**config.mk**
```make
export PLATFORM = sky130hd
export DESIGN_NAME = sys_arr_operand_feeder
export DESIGN_NICKNAME = d
export VERILOG_FILES = /design/src/rtl/dsp_sys_arr_pkg.sv /design/src/rtl/operand_lane.sv /design/src/rtl/sys_arr_operand_feeder.sv
export SDC_FILE = /design/constraint.sdc
export NUM_CORES = 1
export LEC_CHECK = 0
export ABC_AREA = 1
export BUFFER_PORTS_ARGS = -buffer_cell sky130_fd_sc_hd__buf_2
export CAP_MARGIN = 40
export CORE_UTILIZATION = 42
export CTS_CLUSTER_DIAMETER = 200
export DETAILED_ROUTE_END_ITERATION = 16
export PLACE_DENSITY_LB_ADDON = 0.12
export RECOVER_POWER = 50
export REMOVE_ABC_BUFFERS = 1
export SLEW_MARGIN = 20
export SYNTH_ARGS = -nofsm -noshare
export SYNTH_HDL_FRONTEND = slang
export SYNTH_SLANG_ARGS = --single-unit
```
**constraint.sdc**
```tcl
create_clock -name clk -period 2.5 [get_ports clk]
set_input_delay 0.625 -clock clk [delete_from_list [all_inputs] [get_ports clk]]
set_output_delay 0.625 -clock clk [all_outputs]
set_load 0.01 [all_outputs]
```
**src/rtl/dsp_sys_arr_pkg.sv**
```systemverilog
// Shared types for the systolic array datapath and its operand feeder.
// No logic: types, widths and the feeder state encoding only.
package dsp_sys_arr_pkg;

    localparam int SNGL_FLT_SIZE = 32;

    typedef logic [SNGL_FLT_SIZE-1:0] single_float;

    typedef enum logic [1:0] {
        IDLE,
        LOAD,
        FEED,
        DONE
    } feeder_state_t;

endpackage

```
**src/rtl/operand_lane.sv**
```systemverilog
// One feeder lane: streams N buffered operands over valid/ready, data muxed combinationally from idx.
// Zero-latency data; holds the current element while ready is low, then drops valid after the N-th handshake.
module operand_lane
    import dsp_sys_arr_pkg::*;
#(
    parameter int N = 3
) (
    input  logic        clk,
    input  logic        nrst,
    input  logic        clr,
    input  logic        en_in,
    input  single_float buf_in [N],
    input  logic        ready,
    output logic        valid,
    output single_float dat,
    output logic        started,
    output logic        finished,
    output logic        last_hs
);

    localparam int IW = $clog2(N + 1);

    logic [IW-1:0] idx_q, idx_d;
    logic          en_q, en_d;
    logic [IW-1:0] sel;

    assign finished = (idx_q == IW'(N));
    assign started  = (idx_q != '0);
    // en_in counts immediately so the head lane is valid in the first FEED cycle
    assign valid    = !finished && (en_q || en_in);
    assign last_hs  = valid && ready && (idx_q == IW'(N - 1));
    assign sel      = finished ? IW'(N - 1) : idx_q;

    always_comb begin
        dat = '0;
        for (int n = 0; n < N; n++) begin
            if (sel == IW'(n)) begin
                dat = buf_in[n];
            end
        end
    end

    always_comb begin
        idx_d = idx_q;
        en_d  = en_q;
        if (clr) begin
            idx_d = '0;
            en_d  = 1'b0;
        end else begin
            if (en_in) begin
                en_d = 1'b1;
            end
            if (valid && ready) begin
                idx_d = idx_q + 1'b1;
            end
        end
    end

    always_ff @(posedge clk or negedge nrst) begin
        if (!nrst) begin
            idx_q <= '0;
            en_q  <= 1'b0;
        end else begin
            idx_q <= idx_d;
            en_q  <= en_d;
        end
    end

endmodule

```
**src/rtl/sys_arr_operand_feeder.sv**
```systemverilog
// Buffers A (row-major) then B (column-major) from a serial load stream, then skew-feeds M row and K column lanes.
// Load accepts one element per cycle in LOAD; each lane stalls independently on its own ready.
module sys_arr_operand_feeder
    import dsp_sys_arr_pkg::*;
#(
    parameter int M = 2,
    parameter int N = 3,
    parameter int K = 2
) (
    input  logic                       clk,
    input  logic                       nrst,
    input  logic                       start,
    input  logic                       ld_valid,
    output logic                       ld_ready,
    input  single_float                ld_dat,
    output logic [M*SNGL_FLT_SIZE-1:0] row_dat,
    output logic [M-1:0]               row_valid,
    input  logic [M-1:0]               row_ready,
    output logic [K*SNGL_FLT_SIZE-1:0] col_dat,
    output logic [K-1:0]               col_valid,
    input  logic [K-1:0]               col_ready,
    output logic                       busy,
    output logic                       feed_done
);

    localparam int NL  = M + K;
    localparam int TOT = M * N + N * K;
    localparam int LW  = $clog2(TOT + 1);

    feeder_state_t state_q;
    logic [LW-1:0] ld_cnt_q;
    single_float   buf_q [TOT];
    logic          ld_ready_q, busy_q, feed_done_q;

    logic          clr, feeding, ld_hs, all_done;
    logic          lane_en    [NL];
    logic          lane_rdy   [NL];
    logic          lane_vld   [NL];
    single_float   lane_dat   [NL];
    logic          lane_start [NL];
    logic          lane_fin   [NL];
    logic          lane_last  [NL];

    assign clr       = start && (state_q == IDLE || state_q == DONE);
    assign feeding   = (state_q == FEED);
    assign ld_hs     = ld_valid && ld_ready_q;
    assign ld_ready  = ld_ready_q;
    assign busy      = busy_q;
    assign feed_done = feed_done_q;

    // Lookahead so DONE lands on the same edge as the last lane's final handshake
    always_comb begin
        all_done = 1'b1;
        for (int i = 0; i < NL; i++) begin
            if (!(lane_fin[i] || lane_last[i])) begin
                all_done = 1'b0;
            end
        end
    end

    // Buffer layout: lanes 0..M-1 hold rows of A, lanes M..M+K-1 hold columns of B,
    // which is exactly the load order, so the load counter is the write address.
    for (genvar l = 0; l < NL; l++) begin : g_lane
        single_float lbuf [N];

        always_comb begin
            for (int n = 0; n < N; n++) begin
                lbuf[n] = buf_q[l*N + n];
            end
        end

        if (l == 0 || l == M) begin : g_head
            assign lane_en[l] = feeding;
        end else begin : g_tail
            assign lane_en[l] = lane_start[l-1];
        end

        if (l < M) begin : g_row
            assign lane_rdy[l] = row_ready[l];
            assign row_valid[l] = lane_vld[l];
            assign row_dat[l*SNGL_FLT_SIZE +: SNGL_FLT_SIZE] = lane_dat[l];
        end else begin : g_col
            assign lane_rdy[l] = col_ready[l-M];
            assign col_valid[l-M] = lane_vld[l];
            assign col_dat[(l-M)*SNGL_FLT_SIZE +: SNGL_FLT_SIZE] = lane_dat[l];
        end

        operand_lane #(
            .N(N)
        ) u_lane (
            .clk      (clk),
            .nrst     (nrst),
            .clr      (clr),
            .en_in    (lane_en[l]),
            .buf_in   (lbuf),
            .ready    (lane_rdy[l]),
            .valid    (lane_vld[l]),
            .dat      (lane_dat[l]),
            .started  (lane_start[l]),
            .finished (lane_fin[l]),
            .last_hs  (lane_last[l])
        );
    end

    always_ff @(posedge clk or negedge nrst) begin
        if (!nrst) begin
            state_q     <= IDLE;
            ld_cnt_q    <= '0;
            ld_ready_q  <= 1'b0;
            busy_q      <= 1'b0;
            feed_done_q <= 1'b0;
            for (int i = 0; i < TOT; i++) begin
                buf_q[i] <= '0;
            end
        end else begin
            case (state_q)
                IDLE, DONE: begin
                    if (start) begin
                        state_q     <= LOAD;
                        ld_cnt_q    <= '0;
                        ld_ready_q  <= 1'b1;
                        busy_q      <= 1'b1;
                        feed_done_q <= 1'b0;
                    end
                end
                LOAD: begin
                    if (ld_hs) begin
                        buf_q[ld_cnt_q] <= ld_dat;
                        ld_cnt_q        <= ld_cnt_q + 1'b1;
                        if (ld_cnt_q == LW'(TOT - 1)) begin
                            state_q    <= FEED;
                            ld_ready_q <= 1'b0;
                        end
                    end
                end
                FEED: begin
                    if (all_done) begin
                        state_q     <= DONE;
                        busy_q      <= 1'b0;
                        feed_done_q <= 1'b1;
                    end
                end
                default: state_q <= IDLE;
            endcase
        end
    end

endmodule

```
After elaboration in Yosys (flattened, before gate mapping):

Cells that the tools add are included.

* register bits: 404
* input port bits: 40
* output and inout port bits: 135
* word-level logic and storage cells: 159

* add/sub/neg operators: 5
* magnitude comparators: 2
* equal/unequal tests: 24
* multiplexer cells: 54
* bitwise logic cells: 1
* reductions and logical operators: 49

Operators by type and width (count)
* 2-to-1 mux 32 bit: 13
* bitwise mux 384 bit: 1
* demux 32 bit (select 4 bit): 1
* 2-to-1 mux 2 bit: 16
* == test 2 bit, second input constant: 14
* nonzero test 2 bit: 11
* 2-to-1 mux 1 bit: 16
* logical AND 1 bit: 15
* == test 2 x 1 -> 1 bit, second input constant: 5
* zero test 2 bit: 5
* adder 2 x 1 -> 2 bit, second input constant: 4
* logical OR 1 bit: 8
* 2-to-1 mux 4 bit: 2
* inequality test 2 bit, second input constant: 4
* one-hot mux 4 bit (2 select lines): 1
* AND reduction 4 bit: 2
* one-hot mux 1 bit (2 select lines): 3
* one-hot mux 2 bit (3 select lines): 1
* AND reduction 3 bit: 2
* greater-or-equal comparator 5 bit, second input constant: 1
* less-than comparator 5 x 1 -> 1 bit, second input constant: 1
* NOT 4 -> 5 bit: 1
* adder 4 x 1 -> 4 bit, second input constant: 1
* == test 4 bit, second input constant: 1
* other kinds (3): 6

Depth between registers and ports, before layout:

* depth after elaboration: 12
* gate-level depth with buffers: 11
* mapped depth without buffers: 11

Cells and area by module:

A second synthesis with hierarchy kept.

* cells, all modules: 2750
* area, all modules: 20404.6 µm²

Modules (own cells, without submodules)
* sys_arr_operand_feeder: instances 1, cells an instance 1790, area each 15895.2 µm², sequential area each 9834.4 µm²
* operand_lane: instances 4, cells an instance 240, area each 1127.3 µm², sequential area each 75.1 µm²

Worst setup path before layout:

No wires, ideal clock.

* path type: register to output
* start point: register g_lane[2].u_lane.idx_q[0]
* end point: output port col_dat[10]
* arrival: 1.542 ns
* data required time: 1.875 ns
* path slack: 0.333 ns
* stages on the path, launching flop included: 6
* path buffers: 1
* cells stage by stage: dfrtp_1 -> ha_1 -> o21bai_1 -> clkbuf_1 -> nand2_1 -> o21ai_0

* word-level cells in the longest chain between the ends: 6
* elaborated cells between the ends (all ways): 8
* those cells by class: 3 x eq/ne; 4 x mux; 1 x reduce/logical

Ends and longest elaborated chain
* from (decl): line operand_lane.sv:23 `logic [IW-1:0] idx_q, idx_d;`
* from (signal assigned): line operand_lane.sv:64 `idx_q <= idx_d;`
* == test 2 bit: line operand_lane.sv:27 `assign finished = (idx_q == IW'(N));`
* 2-to-1 mux 2 bit (*): line operand_lane.sv:32 `assign sel = finished ? IW'(N - 1) : idx_q;`
* zero test 2 bit: line operand_lane.sv:37 `if (sel == IW'(n)) begin`
* 2-to-1 mux 32 bit (2 in a row): line operand_lane.sv:37
* 2-to-1 mux 32 bit (*): line operand_lane.sv:37
* to (decl): line sys_arr_operand_feeder.sv:19 `output logic [K*SNGL_FLT_SIZE-1:0] col_dat,`

Every way passes the cells marked *; elsewhere a longest branch is shown, timed or not.

Final worst setup path:

* start point: register g_lane[2].u_lane.idx_q[1]
* end point: output port col_dat[21]

Same word-level chain as after synthesis.

==> results.md <==
- ANT cells: 0
- Clock tree root driver cell: clkbuf_16
- Multi-input logic area: 0.00789 mm2
- DPL Wire Length: 34300 um
- Req. time, crit path: 1.88 ns
- Reg2reg end: buf_q[132]$_DFFE_PN0P_
- Synthesized area: 0.0187 mm2
- # DRC: 0
- HP Class: input pin to register
- Worst path arrival time: 2.17 ns
- Synth top area share: 0.540
- Fmax: 0.357 GHz
- Clock Skews: 0.0169 ns
- Min-delay src: start
- Top Ports: 175
- Die ar.: 0.0455 mm2
- Post-DR wirelength/cell: 19.8 um
- Worst setup margin: -0.299 ns
- Largest area contributor in the netlist: dfrtp_1
- Nets@finish: 2568
- Synth warnings: 0
- Pleak: 12.2 nW
- Clk Latency, worst-skew pair: 0.58 ns
- Top post-synthesis cells by count: nand2_1 (553), o21ai_0 (479), inv_1 (420)
- Worst-path clk slew: 0.06 ns
- Reg2reg start: state_q[1]$_DFFE_PN0P_
- Share of cells above drive strength 1: 0.269
- Final setup TNS: -27.57 ns
- Slew @ Worst Pin: 1.39 ns
- Synthesized area per cell: 8.23 um2
- Number of H-tree levels: 2
- Cell variety after synth: 25
- Ys flop type: dfrtp_1
- CP max FO: 6
- DR pass1 iterations: 5
- Tcrit/Tclk final: 1.12
- Max-cap violations: 0
- Largest net degree at the start of global routing: 65
- Count of final hold-check violations: 0
- Sequential Area: 0.0101 mm2
- Vias in the first global route: 15000
- Worst setup path start: g_lane[2].u_lane.idx_q[1]$_DFFE_PN0P_
- Pwr Density: 1470 mW/mm2
- Avg Vias per Cell: 5.16
- FF-to-FF path depth: 8
- Initial antenna violation count: 0
- DIE WIDTH: 213 um
- R2R Setup Slk: 0.33 ns
- Area delta synth->final: 33.9%
- Placer Congestion: 0.816
- Initial Utilization: 0.425
- Number of synthesized flops with an enable pin: 0
- Pins over their slew limit: 0
- Seq/Total Area, Yosys: 0.540
- Syn Inst Count: 2277
- GRT Total Usage: 0.257
- FP Rows: 77
- Slew HR: 0.0704
- Endpoints failing setup: 128
- Post-place setup slack: -0.0263 ns
- Setup crit end kind: primary output
- Drt initial violations: 1391
- Number of port buffers: 174
- Most frequent cell after synthesis: nand2_1
- Max IR drop VDD: 711 uV
- Outcome: finished with violations
- CTS Buffer Depth: 3
- Yosys reg bits: 404
- CP Launch Type: register
- Die Height: 213 um
- Hold EP: busy$_DFFE_PN0P_
- Crit path kind: register to primary output
- CTS tree: done
- Failing checks: setup timing
- Post-route ant nets: 0
- Largest cells by area after synthesis: dfrtp_1 (54%), o21ai_0 (13%), nand2_1 (11%), inv_1 (8.4%), o22ai_1 (4.3%)
- Post-route minimum period: 2.80 ns
- Inserted Clock Buffers: 46
- Post-Route WL: 61700 um
- Vias: 16100
- Sink Count: 404
- Core Region: 0.0441 mm2
- RSZ-0062 raised after global routing: yes
- # fillers: 3982
- First-pass GRT wire length: 88100 um
- Hold-critical path depth: 3
- FFs w/ async S/R, synth: 1.00
- Congestion Overflow GR: 0
worst max-delay path: stages (launching register included):
cell	delay, ns
dfrtp_1	0.40
buf_6	0.14
ha_4	0.17
o21bai_4	0.13
buf_12	0.16
buf_12	0.14
clkbuf_16	0.18
nand2_1	0.06
o21ai_1	0.07
buf_2	0.14
layout by cell type (no fill, tap or decap), drive strengths merged, types with 15 or more instances in the layout:
cell,n
nand2,554
o21ai,524
inv,422
dfrtp,404
buf,311
o22ai,128
clkbuf,92
nor2,29
ha,27
nand3,15
stage by stage:
step | total power [mW] | utilization | hold slack (ns) | instance area [um2] | std cells
after global placement | 23.0 | 0.466 | 0.454 | 20600 | 2958
final | 37.0 | 0.569 | 0.355 | 25100 | 3123
after floorplan | 16.8 | - | 0.329 | 18000 | 2117
after CTS | 33.1 | 0.531 | 0.325 | 23400 | 3082
after detailed placement | 23.2 | 0.466 | 0.458 | 20600 | 2958
after global routing | 39.2 | 0.569 | 0.354 | 25100 | 3123
final cells by class:
class | count | area share
Timing Repair Buffer | 333 | 0.132
Clock inverter | 7 | 0.00399
Sequential cell | 404 | 0.403
Tap cell | 592 | 0.0295
Multi-Input combinational cell | 1294 | 0.315
Inverter | 422 | 0.0648
Clock buffer | 71 | 0.0524
how the worst max path moves through the flow:
| stage | endpoint | slack [ns] |
|---|---|---|
| finish | col_dat[21] | -0.30 |
| global route | col_dat[8] | -0.36 |
| CTS | row_dat[51] | -0.33 |
| detailed placement | col_dat[63] | -0.03 |
| global placement | col_dat[63] | 0.01 |
| floorplan | col_dat[0] | -1.13 |
where the power goes:
| part | total, mW | switching [mW] | internal (mW) | leakage (nW) |
|---|---|---|---|---|
| registers | 9.38 | 0.668 | 8.71 | 4.04 |
| logic | 21.1 | 11.9 | 9.19 | 7.49 |
| clock network | 6.50 | 2.70 | 3.80 | 0.689 |
| total | 37.0 | 15.3 | 21.7 | 12.2 |
layer usage:
metal / track usage / part of all wire / vias to the layer above
li1: - / - / 7640
met1: 0.371 / 0.45 / 7869
met2: 0.404 / 0.46 / 516
met3: 0.0312 / 0.060 / 94
met4: 0.0776 / 0.027 / 0
met5: 0 / 0 / -
state kept, by name, summed over array words and instances, names as in the netlist:
register / count
g_lane.u_lane.en_q: 3
buf_q: 384
state_q: 2
g_lane.u_lane.idx_q: 8
feed_done: 1
busy: 1
ld_cnt_q: 4
ld_ready: 1
kinds of logic after synthesis:
logic type	share of synthesized area
compound gates	0.190
xor+xnor	0.000935
simple gates	0.127
fa+ha+maj	0.0180
buf+inv	0.124
flops	0.540
timing repair:
| item | CTS | global route |
|---|---|---|
| endpoints found under the hold margin | 36 | 0 |
| pin swaps | 13 | 52 |
| hold buffers | 1 | 0 |
| resized for setup | 266 | 300 |
| endpoints found under the setup margin | 131 | 132 |
| buffers inserted | 32 | 25 |
| cloned | 13 | 20 |
Note: power is estimated with default switching activity, not from simulation.
